==> src/rtl/keccak_round_ctrl.sv <==
// Round sequencer for Keccak-p[1600, n]: load pulse, n round enables ending at index 23, done pulse.
// Optional abort input enabled by defining KECCAK_CTRL_ABORT_EN.
module keccak_round_ctrl #(
    parameter int NR_FULL = 24
) (
    input  logic       clk,
    input  logic       rst,
    input  logic       start,
    input  logic [4:0] rounds_cfg,
`ifdef KECCAK_CTRL_ABORT_EN
    input  logic       abort,
`endif
    output logic       ready,
    output logic       load,
    output logic       round_en,
    output logic [4:0] round_idx,
    output logic       last_round,
    output logic       busy,
    output logic       done
);

    typedef enum logic [1:0] {IDLE, LOAD, ROUND, DONE} state_t;

    localparam logic [4:0] NR_W     = 5'(NR_FULL);
    localparam logic [4:0] LAST_IDX = 5'(NR_FULL - 1);

    state_t     state_q, state_d;
    logic [4:0] n_q, n_d;
    logic [4:0] idx_q, idx_d;
    logic       abort_w;

`ifdef KECCAK_CTRL_ABORT_EN
    assign abort_w = abort;
`else
    assign abort_w = 1'b0;
`endif

    always_ff @(posedge clk or posedge rst) begin
        if (rst) begin
            state_q <= IDLE;
            n_q     <= NR_W;
            idx_q   <= 5'd0;
        end else begin
            state_q <= state_d;
            n_q     <= n_d;
            idx_q   <= idx_d;
        end
    end

    always_comb begin
        state_d    = state_q;
        n_d        = n_q;
        idx_d      = idx_q;
        ready      = 1'b0;
        load       = 1'b0;
        round_en   = 1'b0;
        round_idx  = 5'd0;
        last_round = 1'b0;
        busy       = 1'b0;
        done       = 1'b0;
        case (state_q)
            IDLE: begin
                ready = 1'b1;
                if (start) begin
                    state_d = LOAD;
                    // Out-of-range requests fall back to the full permutation.
                    n_d = (rounds_cfg == 5'd0 || rounds_cfg > NR_W) ? NR_W : rounds_cfg;
                end
            end
            LOAD: begin
                busy = 1'b1;
                load = !abort_w;
                if (abort_w) begin
                    state_d = IDLE;
                end else begin
                    state_d = ROUND;
                    idx_d   = NR_W - n_q;
                end
            end
            ROUND: begin
                busy       = 1'b1;
                round_idx  = idx_q;
                // An abort suppresses this cycle's datapath update as well.
                round_en   = !abort_w;
                last_round = !abort_w && (idx_q == LAST_IDX);
                if (abort_w) begin
                    state_d = IDLE;
                    idx_d   = 5'd0;
                end else if (idx_q == LAST_IDX) begin
                    state_d = DONE;
                    idx_d   = 5'd0;
                end else begin
                    idx_d = idx_q + 5'd1;
                end
            end
            DONE: begin
                done    = 1'b1;
                state_d = IDLE;
            end
            default: begin
                state_d = IDLE;
                idx_d   = 5'd0;
            end
        endcase
    end

endmodule

==> config.mk <==
export PLATFORM = sky130hd
export DESIGN_NAME = keccak_round_ctrl
export DESIGN_NICKNAME = d
export VERILOG_FILES = /design/src/rtl/keccak_round_ctrl.sv
export SDC_FILE = /design/constraint.sdc
export NUM_CORES = 1
export LEC_CHECK = 0
export BUFFER_PORTS_ARGS = -buffer_cell sky130_fd_sc_hd__buf_4
export CAP_MARGIN = 0
export CORE_MARGIN = 5
export CORE_UTILIZATION = 53
export CTS_BUF_LIST = sky130_fd_sc_hd__clkbuf_4
export CTS_CLUSTER_SIZE = 12
export DETAILED_ROUTE_END_ITERATION = 10
export PLACE_DENSITY = 0.8
export REMOVE_ABC_BUFFERS = 1
export SLEW_MARGIN = 20
export SYNTH_ARGS = -nofsm -noshare
export SYNTH_HDL_FRONTEND = slang
export SYNTH_SLANG_ARGS = --single-unit
==> constraint.sdc <==
create_clock -name clk -period 1.6 [get_ports clk]
set_input_delay 0.24 -clock clk [delete_from_list [all_inputs] [get_ports clk]]
set_output_delay 0.24 -clock clk [all_outputs]
set_load 0.02 [all_outputs]
# Yosys cells after proc, flatten, opt, wreduce, memory -nomap -nowiden

Cells that the tools add are included.

Register bits after elaboration: 12
Input port bits: 8
Output and inout bits: 11
Word-level logic and storage cells: 32

$add $sub $neg: 2
Magnitude comparators: 1
Eq/ne operators: 6
Mux-type cells: 13
Reduce and logical (&&, ||, !) cells: 7

Operators with widths:

| operator                                                        | number |
|---|---|
| 5-bit 2-to-1 mux                                                | 3 |
| 5-bit one-hot mux with 2 select lines                           | 1 |
| 2-bit one-hot mux with 4 select lines                           | 1 |
| 1-bit 2-to-1 mux                                                | 6 |
| 5-bit by 1-bit adder with 5-bit output, second input constant   | 1 |
| 5-bit == test, second input constant                            | 1 |
| 5-bit greater-than comparator, second input constant            | 1 |
| 5-bit zero test                                                 | 1 |
| 5-bit subtractor, first input constant                          | 1 |
| 2-bit == test, second input constant                            | 2 |
| 2-bit 2-to-1 mux                                                | 2 |
| 2-bit inequality test, second input constant                    | 2 |
| 2-bit AND reduction                                             | 2 |
| 2-bit by 1-bit == test with 1-bit output, second input constant | 1 |
| 2-bit zero test                                                 | 1 |
| 2-bit nonzero test                                              | 1 |
| 2-bit OR reduction                                              | 1 |
| 1-bit logical OR                                                | 1 |

# Longest topological paths before layout

Gate-level depths: netlist (run 1).

Depth after elaboration: 3
Depth in mapped cells: 6
Gate-level depth less buffers: 6

# Worst setup path after synthesis (run 1)

No wires, ideal clock.

Path type: flip-flop to output port
From: register state_q[0]
To: output port last_round
Data arrival time: 1885 ps
Data required time: 1360 ps
Path slack: -525 ps
Cell stages (with the launch flop): 6
Buffers on the path: 1
Path through: dfrtp_1 -> inv_1 -> ha_1 -> buf_2 -> and2_1 -> nor3b_1

Cells in the longest elaborated chain, start to end: 2

RTL lines:

| what                   | line | RTL |
|---|---|---|
| from (decl)            | 27   | `state_t state_q, state_d;` |
| from (signal assigned) | 44   | `state_q <= state_d;` |
| 2-bit == test          | 61   | `case (state_q)` |
| 1-bit 2-to-1 mux       | 61   |  |
| to (decl)              | 17   | `output logic last_round,` |

No other way between the ends.

# Final worst setup path (run 1)

Ends and elaborated chain as after synthesis.

==> reports/results.tsv, run 1 <==
metric	value	unit
Reg-to-Reg End	state_q[1]$_DFFE_PP0P_	
Final Core Density	81.8	%
DP Worst Slack	0.0346	ns
Clock Power Share	7.0	%
PortBufs	18	
synthesized area per cell	9.64	um^2
Reg-to-Reg Start	idx_q[0]$_DFFE_PP0P_	
FMAX	608	MHz
Min Hold Slack	-0.00859	ns
Num CTS Buffers	3	
Die Y	47.7	um
Rel. slew slack	66.9	%
CP Capture Type	primary output	
maximum fanout along the worst path	5	
Cells after Synth	78	
GRT Util Overall	18.1	%
PwrDens	2520	nW/um^2
fin. max-slew vios	0	
Core Box Area	1320	um^2
register area share after synthesis	40.3	%
RSZ-0062 raised after global routing	yes	
final worst slack	-0.0460	ns
Worst Max-Slew Pin Slew	0.496	ns
placed insts	113	
P_sw	0.00114	W
Final setup violation count	2	
Max-Cap Viols	0	
Post-synth top flop	dfrtp_1	
CP delay by family, top	flip-flops	
Cell Chain, Critical Path	inv_2 -> ha_4 -> and2_4 -> nor3b_2 -> buf_4	
DRT antenna net count	0	
Leakage	0.509	nW
Pre-antenna DRT Iters	4	
DR WL/cell	14.5	um
share of cells above drive strength 1	42.6	%
crit path max-delay cell type	dfrtp_1	
Ys Warns	0	
CTS tree	done	
r2r setup slk	0.06	ns
switching share of power	42.0	%
die area	2270	um^2
combined area of the multi-input logic cells	467	um^2
# hold bufs at CTS	0	
Filler cells	86	
ant diodes	0	
1st-iter DRT viols	16	
largest net degree at the start of global routing	13	
Synth cell types	31	
Reg power frac	23.9	%
clk sinks	12	
row count	13	
Async SR Flop Fraction	100	%
Placer Congestion	0.793	
FF/Latch Area	303	um^2
initial antenna violation count	0	
Final Non-Filler Cells	123	
IO Count	19	
Post-Route Skew	0.00202	ns
H-tree depth	1	
dpl hpwl	1280	um
Mapped Area	752	um^2
Post-synth EDFFs	0	
first-pass GRT wire length	2820	um
fin crit period	1.65	ns
buffers plus inverters on the worst setup path	2	
DRC viols	0	
CP Launch Type	flop	
vias in the first global route	663	
Post-layout nets	124	
Comb pwr share	69.2	%
Starting Density	57.1	%
CP peak stage delay	0.40	ns
synthesis-to-finish area growth	43.3	%
FF-to-FF path depth	5	
Fin. Hold Viols	10	
Arrival @ worst endpoint	1.41	ns
WS Path Type	flop to primary output	
grt ovf	0	
Peak supply drop	1490	uV
final wirelength	1790	um
final worst path period share	103	%
Worst EP required	1.36	ns
failing checks	negative hold slack, negative setup slack	
DR vias/cell	5.41	
Vias	665	
status	finished, violations left	
Clk pin slew, worst setup/hold paths	0.07	ns
HP Class	primary input to asynchronous set/reset pin	
Root Buffer	clkbuf_4	
synthesized flop and latch total	12	
cell internal pwr	0.00157	W
Clock Latency Late Sink	0.27	ns
Die Width	47.7	um
clock tree buffer depth	2	
==> cell type report <==
| type | instances | share of cell area, % |
|---|---|---|
| Inverter | 7 | 2.44 |
| Tap cell | 15 | 1.74 |
| Multi-Input combinational cell | 57 | 43.3 |
| Timing Repair Buffer | 28 | 22.0 |
| Clock inverter | 1 | 0.348 |
| Clock buffer | 3 | 2.09 |
| Sequential cell | 12 | 28.1 |
==> logic make-up (layout without fill, tap and decap cells) <==
kind of cell / count (synthesis) / after routing / synth area share (%)
xor gates and xnor gates: 3 / 3 / 3.49
muxes: 2 / 2 / 2.83
and+or+nand+nor: 26 / 26 / 19.1
adders and majority gates: 7 / 7 / 11.6
AOI/OAI and AO/OA: 19 / 19 / 18.0
buffers and inverters: 9 / 39 / 4.66
DFF: 12 / 12 / 40.3
==> metrics by stage <==
step / power, W / area [um^2] / setup TNS (ns)
after floorplan: 0.00164 / 743 / -0.647
after global placement: 0.00210 / 927 / 0
after detailed placement: 0.00215 / 927 / 0
after CTS: 0.00258 / 1030 / -0.0298
after global routing: 0.00292 / 1080 / -0.344
final: 0.00271 / 1080 / -0.0654
==> power by group through the flow <==
stage | logic, W | clock network [W] | registers [W]
global placement | 0.00148 | 0 | 0.000619
detailed placement | 0.00152 | 0 | 0.000629
global route | 0.00204 | 0.000213 | 0.000670
floorplan | 0.00103 | 0 | 0.000605
finish | 0.00188 | 0.000189 | 0.000647
CTS | 0.00175 | 0.000196 | 0.000631
==> synth_stat cells (2+ instances only) <==
cell / number / area [um^2]
xor2_1: 2 / 17.5
o21ai_0: 4 / 20.0
and2_1: 5 / 31.3
dfstp_2: 2 / 52.6
nor3b_1: 2 / 15.0
inv_1: 7 / 26.3
ha_1: 7 / 87.6
nor4_1: 2 / 12.5
nand2_1: 5 / 18.8
a22o_1: 3 / 26.3
nor2b_1: 3 / 18.8
a21oi_1: 5 / 25.0
nor2_1: 4 / 15.0
dfrtp_1: 10 / 250
==> placed cells by master (no fill, tap or decap), types with 2 or more instances in the layout <==
cell      instances
o21ai_0           4
clkbuf_4          3
nand2_1           5
nor2b_1           3
a21oi_1           5
inv_2             2
buf_4            21
nor2_1            3
a22o_1            3
and2_4            3
nor4_1            2
inv_1             5
xor2_1            2
dfstp_2           2
ha_4              3
ha_1              4
and2_1            2
buf_6             7
dfrtp_1          10
==> flip-flops by register name, indices dropped and copies added (netlist names) <==
name	count
idx_q	5
n_q	5
state_q	2
==> worst register-to-register path, cell delays in order, from the launching register on <==
cell	delay, ns
dfrtp_1	0.41
ha_4	0.16
nand2_2	0.08
o31a_1	0.28
nor2_2	0.14
mux2_2	0.34
==> worst max path at each step <==
stage	slack [ns]	end	depth (start not counted)	from
after floorplan	-0.49	last_round	4	state_q[0]$_DFFE_PP0P_
after global placement	0.09	state_q[1]$_DFFE_PP0P_	5	idx_q[1]$_DFFE_PP0P_
after detailed placement	0.03	state_q[1]$_DFFE_PP0P_	5	idx_q[1]$_DFFE_PP0P_
after CTS	-0.03	last_round	5	state_q[0]$_DFFE_PP0P_
after global routing	-0.13	last_round	5	state_q[0]$_DFFE_PP0P_
final	-0.05	last_round	5	state_q[0]$_DFFE_PP0P_
==> per-layer routing <==
layer / vias up / GRT usage [%] / wire length [um]
met5: - / 0 / 0
met4: 0 / 8.06 / 26
met3: 4 / 3.76 / 77
met2: 19 / 34.2 / 951
met1: 310 / 19.1 / 731
li1: 332 / - / -
==> repair_timing <==
action,4_1_cts,5_1_grt
setup buffers,4,2
resized for setup,12,8
setup endpoints to repair,6,7
pin swaps,2,2
cloned,0,0
No activity file was read; power rests on OpenSTA's default activity.
==> run 2, diff against run 1 <==
- MAX_ROUTING_LAYER: unset -> met4
==> run 2 against run 1 <==
The flow still finishes with violations (negative hold slack, negative setup slack). Worst hold slack did not move. Clock-buffer cell count did not move. Final cell count did not move. First-iteration DRC count unchanged. Register-to-register slack about the same. Via count unchanged. Maximum frequency stayed put. Largest power group unchanged.
==> reports/results.tsv, run 2 (synthesis gave the netlist of run 1 again) <==
metric	value	unit	change
Reg-to-Reg End	state_q[1]$_DFFE_PP0P_		unchanged
placed insts	113		unchanged
dpl hpwl	1280	um	unchanged
DR WL/cell	14.5	um	unchanged
FMAX	608	MHz	unchanged
Worst EP required	1.36	ns	about the same
row count	13		unchanged
switching share of power	42.0	%	unchanged
WS Path Type	flop to primary output		unchanged
Reg power frac	23.9	%	about the same
RSZ-0062 raised after global routing	yes		unchanged
largest registers	idx_q x5, n_q x5, state_q x2		unchanged
Final Power	0.00271	W	unchanged
1st-iter DRT viols	16		unchanged
Placer Congestion	0.804		was 0.793
cell internal pwr	0.00157	W	unchanged
buffers plus inverters on the worst setup path	2		unchanged
DRT antenna net count	0		unchanged
GRT Util Overall	18.7	%	was 18.1%
Num CTS Buffers	3		unchanged
maximum fanout along the worst path	5		unchanged
Comb pwr share	69.2	%	about the same
r2r setup slk	0.06	ns	about the same
crit path max-delay cell type	dfrtp_1		unchanged
DP Worst Slack	0.0346	ns	unchanged
Die Width	47.7	um	unchanged
Clk pin slew, worst setup/hold paths	0.07	ns	about the same
commonest cells after routing, fill and taps aside	buf_4 (21), dfrtp_1 (10), buf_6 (7)		unchanged
PwrDens	2520	nW/um^2	unchanged
synthesis-to-finish area growth	43.3	%	unchanged
DRC viols	0		unchanged
Post-Route Skew	0.00202	ns	unchanged
P_sw	0.00114	W	unchanged
HP Class	primary input to asynchronous set/reset pin		unchanged
die area	2270	um^2	unchanged
vias in the first global route	663		unchanged
final worst slack	-0.0460	ns	unchanged
CP Launch Type	flop		unchanged
CTS tree	done		unchanged
clk sinks	12		unchanged
PortBufs	18		unchanged
Min Hold Slack	-0.00859	ns	unchanged
Arrival @ worst endpoint	1.41	ns	about the same
Rel. slew slack	66.9	%	unchanged
FF-to-FF path depth	5		unchanged
Clock Power Share	7.0	%	about the same
final worst path period share	103	%	unchanged
ant diodes	0		unchanged
final wirelength	1790	um	unchanged
Root Buffer	clkbuf_4		unchanged
Leakage	0.509	nW	unchanged
Setup crit start	state_q[0]$_DFFE_PP0P_		unchanged
Final Non-Filler Cells	123		unchanged
H-tree depth	1		unchanged
Die Y	47.7	um	unchanged
Post-layout nets	124		unchanged
fin crit period	1.65	ns	unchanged
clock tree buffer depth	2		unchanged
failing checks	negative hold slack, negative setup slack		unchanged
share of cells above drive strength 1	42.6	%	unchanged
IO Count	19		unchanged
CP Capture Type	primary output		unchanged
CP peak stage delay	0.40	ns	about the same
initial antenna violation count	0		unchanged
CP delay by family, top	flip-flops		unchanged
Peak supply drop	1490	uV	unchanged
Clock Latency Late Sink	0.27	ns	about the same
DR vias/cell	5.41		unchanged
Starting Density	57.1	%	unchanged
Reg-to-Reg Start	idx_q[0]$_DFFE_PP0P_		unchanged
largest net degree at the start of global routing	13		unchanged
Filler cells	86		unchanged
commonest non-fill, non-tap cell in the layout	buf_4		unchanged
grt ovf	0		unchanged
Pre-antenna DRT Iters	4		unchanged
Max-Cap Viols	0		unchanged
fin. max-slew vios	0		unchanged
status	finished, violations left		unchanged
Fin. Hold Viols	10		unchanged
Core Box Area	1320	um^2	unchanged
Worst Max-Slew Pin Slew	0.496	ns	unchanged
Vias	665		unchanged
first-pass GRT wire length	2820	um	unchanged
Cell Chain, Critical Path	inv_2 -> ha_4 -> and2_4 -> nor3b_2 -> buf_4		unchanged
Final setup violation count	2		unchanged
run 2: cell counts in the layout (fill, tap and decap cells not counted):
No cell type changed its count.
run 2: layout make-up:
cell class	instances	area, um^2	area share [%]
Inverter	7	26.3	2.44
Tap cell	15	18.8	1.74
Clock inverter	1	3.75	0.348
Clock buffer	3	22.5	2.09
Sequential cell	12	303	28.1
Multi-Input combinational cell	57	467	43.3
Timing Repair Buffer	28	236	22.0
run 2: worst max-delay path by stage:
stage	endpoint	slack (ns)	cells after the start
6_report	last_round	-0.05	5
5_1_grt	last_round	-0.13	5
4_1_cts	last_round	-0.03	5
3_5_place_dp	state_q[1]$_DFFE_PP0P_	0.03	5
3_3_place_gp	state_q[1]$_DFFE_PP0P_	0.09	5
2_1_floorplan	last_round	-0.49	4
run 2: routing by layer:
layer  wire, um  share of wire [%]  global-route usage, %
met1        737                 41                   19.3
met2        951                 53                   34.2
met3         71                4.0                   3.38
met4         26                1.5                   8.06
met5          0                  0                      -
run 2: what timing repair did:
action | 4_1_cts | 5_1_grt
pin swaps | 2 | 2
setup buffers | 4 | 2
hold buffers | 0 | 0
gates resized for setup | 12 | 8
endpoints found under the setup margin | 6 | 7
run 2: stage by stage:
step	instance area [um^2]	hold WS [ns]	TNS, ns	util [%]
after global routing	1080	0.0134	-0.344	81.8
after floorplan	743	0.103	-0.647	-
after global placement	927	0.279	0	70.4
final	1080	-0.00859	-0.0654	81.8
after CTS	1030	0.00177	-0.0298	78.3
after detailed placement	927	0.295	0	70.4
run 2: power by group through the flow:
stage / Combinational (W) / Sequential (W) / Clock [W]
after floorplan: 0.00103 / 0.000605 / 0
after global placement: 0.00148 / 0.000619 / 0
after detailed placement: 0.00152 / 0.000629 / 0
after CTS: 0.00175 / 0.000631 / 0.000196
after global routing: 0.00204 / 0.000670 / 0.000213
final: 0.00188 / 0.000647 / 0.000189
==> run 3, diff against run 2 <==
- BUFFER_PORTS_ARGS: -buffer_cell sky130_fd_sc_hd__buf_4 -> unset
- CORE_UTILIZATION: 53 -> 55
- DONT_BUFFER_PORTS: unset -> 1
- PLACE_DENSITY: 0.8 -> 0.7
==> run 3 against run 2 <==
The run ends with negative setup slack left. Global-route usage up 0.38 points. Power decreased by 3.3%. Critical endpoint unchanged. Sequential power barely moved. First-iteration DRC count unchanged.
==> reports/results.tsv, run 3 (synthesis gave the netlist of run 1 again) <==
metric	value	unit	change
Clock Power Share	8.3	%	was 7.0%
Filler cells	98		was 86
largest net degree at the start of global routing	13		unchanged
Rel. slew slack	69.1	%	was 66.9%
Clock Latency Late Sink	0.27	ns	about the same
ant diodes	0		unchanged
maximum fanout along the worst path	4		was 5
fin. max-slew vios	0		unchanged
P_sw	0.00111	W	was 0.00114 W
cell internal pwr	0.00151	W	was 0.00157 W
Post-Route Skew	0.00286	ns	was 0.00202 ns
row count	13		unchanged
IO Count	19		unchanged
fin crit period	1.61	ns	was 1.65 ns
grt ovf	0		unchanged
crit path max-delay cell type	dfrtp_1		unchanged
die area	2210	um^2	was 2270 um^2
Cell Chain, Critical Path	inv_2 -> ha_4 -> and2_4 -> nor3b_4 -> buf_6		was inv_2 -> ha_4 -> and2_4 -> nor3b_2 -> buf_4
placed insts	103		was 113
Starting Density	57.8	%	was 57.1%
Final Non-Filler Cells	115		was 123
Max-Cap Viols	0		unchanged
HP Class	primary input to flop		was primary input to asynchronous set/reset pin
DR WL/cell	15.2	um	was 14.5 um
failing checks	negative setup slack		was negative hold slack, negative setup slack
Num CTS Buffers	3		unchanged
share of cells above drive strength 1	36.0	%	was 42.6%
Worst Max-Slew Pin Slew	0.463	ns	was 0.496 ns
Leakage	0.469	nW	was 0.509 nW
RSZ-0062 raised after global routing	yes		unchanged
CP Capture Type	primary output		unchanged
DR vias/cell	5.63		was 5.41
Post-layout nets	116		was 124
1st-iter DRT viols	16		unchanged
Vias	648		was 665
Fin. Hold Viols	0		was 10
clk sinks	12		unchanged
CTS tree	done		unchanged
Die Y	47.0	um	was 47.7 um
DP Worst Slack	0.0633	ns	was 0.0346 ns
Reg power frac	24.8	%	was 23.9%
commonest cells after routing, fill and taps aside	buf_4 (16), dfrtp_1 (9), inv_1 (6), nand2_1 (5), a21oi_1 (5)		was buf_4 (21), dfrtp_1 (10), buf_6 (7)
GRT Util Overall	19.1	%	was 18.7%
CP peak stage delay	0.39	ns	was 0.40 ns
FF/Latch Area	304	um^2	was 303 um^2
Die Width	47.0	um	was 47.7 um
clock tree buffer depth	2		unchanged
switching share of power	42.5	%	was 42.0%
Arrival @ worst endpoint	1.37	ns	was 1.41 ns
Pre-antenna DRT Iters	4		unchanged
Core Box Area	1300	um^2	was 1320 um^2
status	finished, violations left		unchanged
Peak supply drop	1380	uV	was 1490 uV
PwrDens	2590	nW/um^2	was 2520 nW/um^2
final worst path period share	100	%	was 103%
DRT antenna net count	0		unchanged
Root Buffer	clkbuf_4		unchanged
DRC viols	0		unchanged
setup_tns	-0.00607	ns	was -0.0654 ns
first-pass GRT wire length	2840	um	was 2820 um
FMAX	623	MHz	was 608 MHz
H-tree depth	1		unchanged
final wirelength	1740	um	was 1790 um
final worst slack	-0.00607	ns	was -0.0460 ns
WS Path Type	flop to primary output		unchanged
Worst EP required	1.36	ns	about the same
commonest non-fill, non-tap cell in the layout	buf_4		unchanged
dpl hpwl	1270	um	was 1280 um
Placer Congestion	0.845		was 0.804
combined area of the multi-input logic cells	468	um^2	was 467 um^2
Final setup violation count	1		was 2
CP Launch Type	flop		unchanged
Clk pin slew, worst setup/hold paths	0.08	ns	was 0.07 ns
Comb pwr share	67.0	%	was 69.2%
vias in the first global route	675		was 663
PortBufs	0		was 18
initial antenna violation count	0		unchanged
largest registers	idx_q x5, n_q x5, state_q x2		unchanged
synthesis-to-finish area growth	34.4	%	was 43.3%
## run 3: power by group through the flow
stage	sequential [W]	combinational (W)	clock, W
after global routing	0.000671	0.00193	0.000238
after global placement	0.000620	0.00143	0
final	0.000650	0.00176	0.000216
after floorplan	0.000605	0.00103	0
after CTS	0.000627	0.00169	0.000217
after detailed placement	0.000630	0.00147	0
## run 3: final timing paths
check	endpoint	cells after the start	slack [ns]	start
setup / recovery	last_round	5	-0.006	state_q[0]$_DFFE_PP0P_
min in group asynchronous	n_q[2]$_DFFE_PP0P_	2	0.42	rst
hold reg to reg	n_q[4]$_DFFE_PP1P_	2	0.50	n_q[4]$_DFFE_PP1P_
max in group asynchronous	n_q[3]$_DFFE_PP1P_	2	0.84	rst
setup reg to reg	state_q[1]$_DFFE_PP0P_	5	0.09	state_q[1]$_DFFE_PP0P_
hold / removal	n_q[0]$_DFFE_PP0P_	1	0.09	rounds_cfg[0]
## run 3: routing by layer
metal	up-vias	global-route usage, %	wire, um
met5	-	-	0
met4	0	7.73	13
met3	2	5.36	102
met2	20	33.1	935
met1	308	20.3	692
li1	318	-	-
## run 3: repair_timing
item	CTS	global route
pin swaps	1	0
setup buffers	5	2
hold endpoints to repair	10	0
resized for setup	9	6
setup endpoints to repair	7	4
hold buffers	1	0
## run 3: through the flow
stage / power, W / hold WS, ns / utilization, % / cell area (um^2)
after detailed placement: 0.00210 / 0.160 / 65.5 / 852
after global routing: 0.00284 / 0.0816 / 77.7 / 1010
final: 0.00262 / 0.0920 / 77.7 / 1010
after global placement: 0.00205 / 0.156 / 65.5 / 852
after floorplan: 0.00164 / 0.103 / - / 743
after CTS: 0.00253 / 0.0983 / 74.5 / 970
## run 3: final cells by class
class / count / area share [%]
Inverter: 7 / 2.60
Tap cell: 15 / 1.86
Multi-Input combinational cell: 57 / 46.3
Sequential cell: 12 / 30.1
Timing Repair Buffer: 20 / 16.2
Clock buffer: 4 / 2.97
## run 3: worst max-delay path, delay by kind of cell (launching register included)
family                   cells  cell delay [ns]
AND/OR/NAND/NOR              2             0.32
adder cells (fa/ha/maj)      1             0.15
flip-flops                   1             0.39
buffers and inverters        2             0.23
